File: config.mk
export PLATFORM = sky130hd
export DESIGN_NAME = spi_reg_ctrl
export DESIGN_NICKNAME = d
export VERILOG_FILES = /design/src/rtl/spi_reg_ctrl.sv
export SDC_FILE = /design/constraint.sdc
export NUM_CORES = 1
export LEC_CHECK = 0
export BUFFER_PORTS_ARGS = -buffer_cell sky130_fd_sc_hd__buf_4
export CORE_MARGIN = 4
export CORE_UTILIZATION = 35
export DETAILED_ROUTE_END_ITERATION = 10
export PLACE_DENSITY = 0.59
export SYNTH_ARGS = -nofsm -noshare
export SYNTH_HDL_FRONTEND = slang
export SYNTH_SLANG_ARGS = --single-unit
File: constraint.sdc
create_clock -name clk -period 1.96 [get_ports clk]
set_input_delay 0.392 -clock clk [delete_from_list [all_inputs] [get_ports clk]]
set_output_delay 0.392 -clock clk [all_outputs]
set_load 0.005 [all_outputs]
File: src/rtl/spi_reg_ctrl.sv
// rtl/spi_reg_ctrl.sv - SPI message sequencer driving register writes and auto-increment reads
module spi_reg_ctrl #(
   parameter int NUM_REGS = 16,
   parameter int AUTO_INC = 1
) (
   input  logic       clk,
   input  logic       rst,
   input  logic       sel_active,
   input  logic       msg_start,
   input  logic       msg_end,
   input  logic       rx_valid,
   input  logic [7:0] rx_byte,
   output logic [7:0] tx_byte,
   output logic       tx_load,
   output logic [6:0] reg_addr,
   output logic [7:0] reg_wdata,
   output logic       reg_wr_en,
   output logic       reg_rd_en,
   input  logic [7:0] reg_rdata,
   output logic       busy,
   output logic [7:0] err_count
);

   localparam logic [2:0] S_IDLE     = 3'd0;
   localparam logic [2:0] S_CMD      = 3'd1;
   localparam logic [2:0] S_WRITE    = 3'd2;
   localparam logic [2:0] S_RD_ISSUE = 3'd3;
   localparam logic [2:0] S_RD_WAIT  = 3'd4;
   localparam logic [2:0] S_READ     = 3'd5;
   localparam logic [2:0] S_DROP     = 3'd6;

   localparam logic [7:0] NUM_REGS_W = 8'(NUM_REGS);
   localparam logic [6:0] LAST_ADDR  = 7'(NUM_REGS - 1);

   logic [2:0] state;
   logic       wr_pend;
   logic       abort;
   logic [6:0] next_addr;
   logic       addr_illegal;

   // Message teardown: SSEL rising edge or SSEL already released
   assign abort        = msg_end | ~sel_active;
   assign addr_illegal = ({1'b0, rx_byte[6:0]} >= NUM_REGS_W);
   assign next_addr    = (AUTO_INC != 0) ? ((reg_addr == LAST_ADDR) ? 7'd0 : reg_addr + 7'd1)
                                         : reg_addr;
   assign busy         = (state != S_IDLE);

   // Strobes are gated by abort so no register access happens in a tear-down cycle
   assign reg_wr_en = wr_pend & ~abort;
   assign reg_rd_en = (state == S_RD_ISSUE) & ~abort;

   // Sequencer state, address pointer, tx byte staging and error counter
   always_ff @(posedge clk) begin
      if (rst) begin
         state     <= S_IDLE;
         wr_pend   <= 1'b0;
         tx_byte   <= 8'h00;
         tx_load   <= 1'b0;
         reg_addr  <= 7'd0;
         reg_wdata <= 8'h00;
         err_count <= 8'h00;
      end else begin
         tx_load <= 1'b0;
         wr_pend <= 1'b0;
         if (state == S_IDLE) begin
            if (msg_start) state <= S_CMD;
         end else if (abort) begin
            state <= S_IDLE;
         end else begin
            case (state)
               S_CMD: begin
                  if (rx_valid) begin
                     if (addr_illegal) begin
                        state   <= S_DROP;
                        tx_byte <= 8'hFF;
                        tx_load <= 1'b1;
                        if (err_count != 8'hFF) err_count <= err_count + 8'd1;
                     end else begin
                        reg_addr <= rx_byte[6:0];
                        state    <= rx_byte[7] ? S_RD_ISSUE : S_WRITE;
                     end
                  end
               end
               S_WRITE: begin
                  if (wr_pend) reg_addr <= next_addr;
                  if (rx_valid) begin
                     wr_pend   <= 1'b1;
                     reg_wdata <= rx_byte;
                     tx_byte   <= rx_byte;
                     tx_load   <= 1'b1;
                  end
               end
               S_RD_ISSUE: state <= S_RD_WAIT;
               S_RD_WAIT: begin
                  tx_byte  <= reg_rdata;
                  tx_load  <= 1'b1;
                  reg_addr <= next_addr;
                  state    <= S_READ;
               end
               S_READ: begin
                  if (rx_valid) state <= S_RD_ISSUE;
               end
               S_DROP: state <= S_DROP;
               default: state <= S_IDLE;
            endcase
         end
      end
   end

endmodule
==> qor.yml <==
synthXorXnorAreaFrac: 0.00920
tritoncts: "built"
crit_path_max_fanout: 4
synthesis.nets: 238
final_nets: 301
fillerInstances: 524
syn-mean-instance-area_um2: 8.90
place.port_buffers: 56
reg2reg_from: "reg_addr[0]"
clk_pin_slew_worst_paths_ns: 0.08
syn_to_final_growth_pct: 34.7
synthSimpleGateAreaFrac: 0.223
synth_warnings: 0
synth_top_area_cell: "dfxtp_1"
post-route-period-util: 0.924
min_path_cells: 3
cts.htree.levels: 2
worstPathArrival_ns: 2.01
postLayoutCoreUtil: 0.493
start_util: 0.366
fin_ws_ns: 0.149
rows: 26
ys_types: 49
finalSetupViolCount: 0
synth_top_cell_area_share: 0.378
core_area_mm2: 0.00520
cts_sinks: 36
fp.dieW_um: 81.8
synthAdderAreaFrac: 0.0131
period_minus_slack_ns: 1.81
drv_cap: 0
cts_hold_buf: 0
synth_edf_count: 0
final_area_mm2: 0.00256
wl_um: 5150
reg2reg_to: "reg_addr[5]"
synthFlopType: "dfxtp_1"
slew_headroom: 0.602
clock.fmax_mhz: 552
slowest_stage: "or4b_1"
end_kind: "flip-flop"
worstHoldStart: "msg_start"
grt_usage: 0.161
max_stage_delay_ns: 0.47
skew_ns: 0.0131
postSynthCellCount: 214
synth_compound_area_frac: 0.218
cts_root_buffer: "clkbuf_8"
holdPathEnd: "state[0]"
grt_pass1_wl_um: 8490
p_leak_nw: 1.08
hpwl_um: 3750
routedWlPerCell_um: 14.8
grt_max_degree: 50
drtIter0Drc: 89
async_flop_share: 0
die_y_um: 81.8
ant_nets: 0
cts_buffers: 5
cts-resized-gates: 0
antenna_found_initial: 0
path_cells: "ha_1 -> and4b_1 -> a211oi_1 -> or4b_1 -> o32ai_1"
ys_ff_latch: 36
rsz0062_at_grt: "no"
maxSlewViolCount: 0
viasPerCell: 5.24
outcome: "finished, final reports clean"
p_per_area_mw_per_mm2: 604
clockBufferDepth: 2
ys_seq_area_frac: 0.378
pre_cts_ws_ns: 0.0283
netlist_area_mm2: 0.00190
worst_setup_path_start_kind: "flip-flop"
place_congestion: 0.828
vias: 1823
cp.required_ns: 2.15
final_hold_viol_count: 0
ff2ff_path_depth: 5
dieArea_mm2: 0.00668
diodes: 0
postPlaceCellArea_mm2: 0.00246
drive_above_1_share: 0.335
tns_ns: 0
hold_path_class: "primary input to flip-flop"
worst-r2r-setup-slack_ns: 0.15
synth_area_leaders: "dfxtp_1, mux2i_1, a21oi_1"
grt_overflow: 0
critPathKind: "flip-flop to flip-flop"
insertion_delay_ns: 0.29
ios: 57
tightestPinTransition_ns: 0.593
remaining_drc_errors: 0
peakVddDrop_mv: 0.329
dr.pass1.iters: 4
cts_setup_buffers: 0
crit_start: "reg_addr[0]"
synth_top_family_by_area: "simple AND/OR/NAND/NOR gates"
grt_pass1_vias: 1734
synth.area.mux_share: 0.110
-- where the power goes --
part | internal [W] | leakage, nW | switching, W
Clock | 0.000378 | 0.0552 | 0.000269
Combinational | 0.0000763 | 0.731 | 0.0000820
Sequential | 0.000739 | 0.290 | 0.00000522
-- Yosys cell counts, drive strengths merged, types with 2 or more instances --
| library cell | n |
|---|---|
| a221oi | 2 |
| nor3 | 7 |
| a21oi | 18 |
| nor2 | 15 |
| ha | 2 |
| or3 | 5 |
| or4 | 3 |
| o32ai | 4 |
| a211oi | 7 |
| clkbuf | 6 |
| nand2b | 5 |
| nor2b | 13 |
| mux2i | 12 |
| nand2 | 8 |
| or2 | 3 |
| o31ai | 4 |
| inv | 6 |
| nand3 | 7 |
| o21ai | 9 |
| buf | 7 |
| o22ai | 8 |
| dfxtp | 36 |
| mux2 | 8 |
-- worst max path at each step --
stage                             end  cells after the start
after global routing      reg_addr[5]                      5
after global placement    reg_addr[0]                      5
after floorplan            tx_byte[0]                      4
after CTS                 reg_addr[5]                      5
after detailed placement  reg_addr[0]                      5
final                     reg_addr[5]                      5
-- kinds of logic (layout without fill, tap and decap cells) --
family,Yosys count,count (layout)
and+or+nand+nor,75,75
muxes,20,20
DFF,36,36
xor gates and xnor gates,2,2
buffers and inverters,20,84
adders and majority gates,2,2
AOI/OAI and AO/OA,59,59
-- critical path, delay by kind of cell (launching register included) --
kind / cells / cell delay (ns)
DFF: 1 / 0.34
and+or+nand+nor: 2 / 0.69
AOI/OAI and AO/OA: 2 / 0.43
adders and majority gates: 1 / 0.26
-- state kept, by name, summed over array words and instances, names as in the netlist --
signal and flops:
tx_byte 8, tx_load 1, wr_pend 1, reg_wdata 8
reg_addr 7, err_count 8, state 3
-- placed cells by master, fill, tap and decap left out, types with 2 or more instances in the layout --
| master | n |
|---|---|
| dfxtp_1 | 36 |
| nand3_1 | 7 |
| buf_4 | 68 |
| a211oi_1 | 7 |
| inv_1 | 6 |
| o32ai_1 | 3 |
| mux2_2 | 8 |
| a21oi_1 | 18 |
| or2_2 | 2 |
| nor2b_1 | 13 |
| o22ai_1 | 8 |
| o31ai_1 | 4 |
| nor2_1 | 15 |
| clkbuf_8 | 5 |
| mux2i_1 | 12 |
| o21ai_0 | 8 |
| nor3_1 | 7 |
| ha_1 | 2 |
| nand2_1 | 8 |
| nand2b_1 | 5 |
| or3_1 | 4 |
| or4_1 | 3 |
| a221oi_2 | 2 |
-- per-stage QoR --
| step | hold slack, ns | std cells | total power (W) |
|---|---|---|---|
| 2_1_floorplan | 0.480 | 214 | 0.000837 |
| 3_3_place_gp | 0.479 | 340 | 0.000921 |
| 3_5_place_dp | 0.489 | 340 | 0.000919 |
| 4_1_cts | 0.309 | 348 | 0.00157 |
| 5_1_grt | 0.324 | 348 | 0.00161 |
| 6_report | 0.313 | 348 | 0.00155 |
-- final cells by class --
type | instances | area, um^2 | area share
Multi-Input combinational cell | 158 | 1090 | 0.426
Sequential cell | 36 | 721 | 0.281
Timing Repair Buffer | 69 | 531 | 0.207
Tap cell | 70 | 87.6 | 0.0341
Clock buffer | 6 | 72.6 | 0.0283
Clock inverter | 2 | 35.0 | 0.0137
Inverter | 7 | 26.3 | 0.0102
-- layer usage --
metal	wire length (um)	part of all wire	global-route usage
met1	2540	0.49	0.226
met2	2330	0.45	0.254
met3	275	0.053	0.0373
met4	12	0.0023	0.0249
met5	0	0	0
Power figures use the tool's default switching activity.
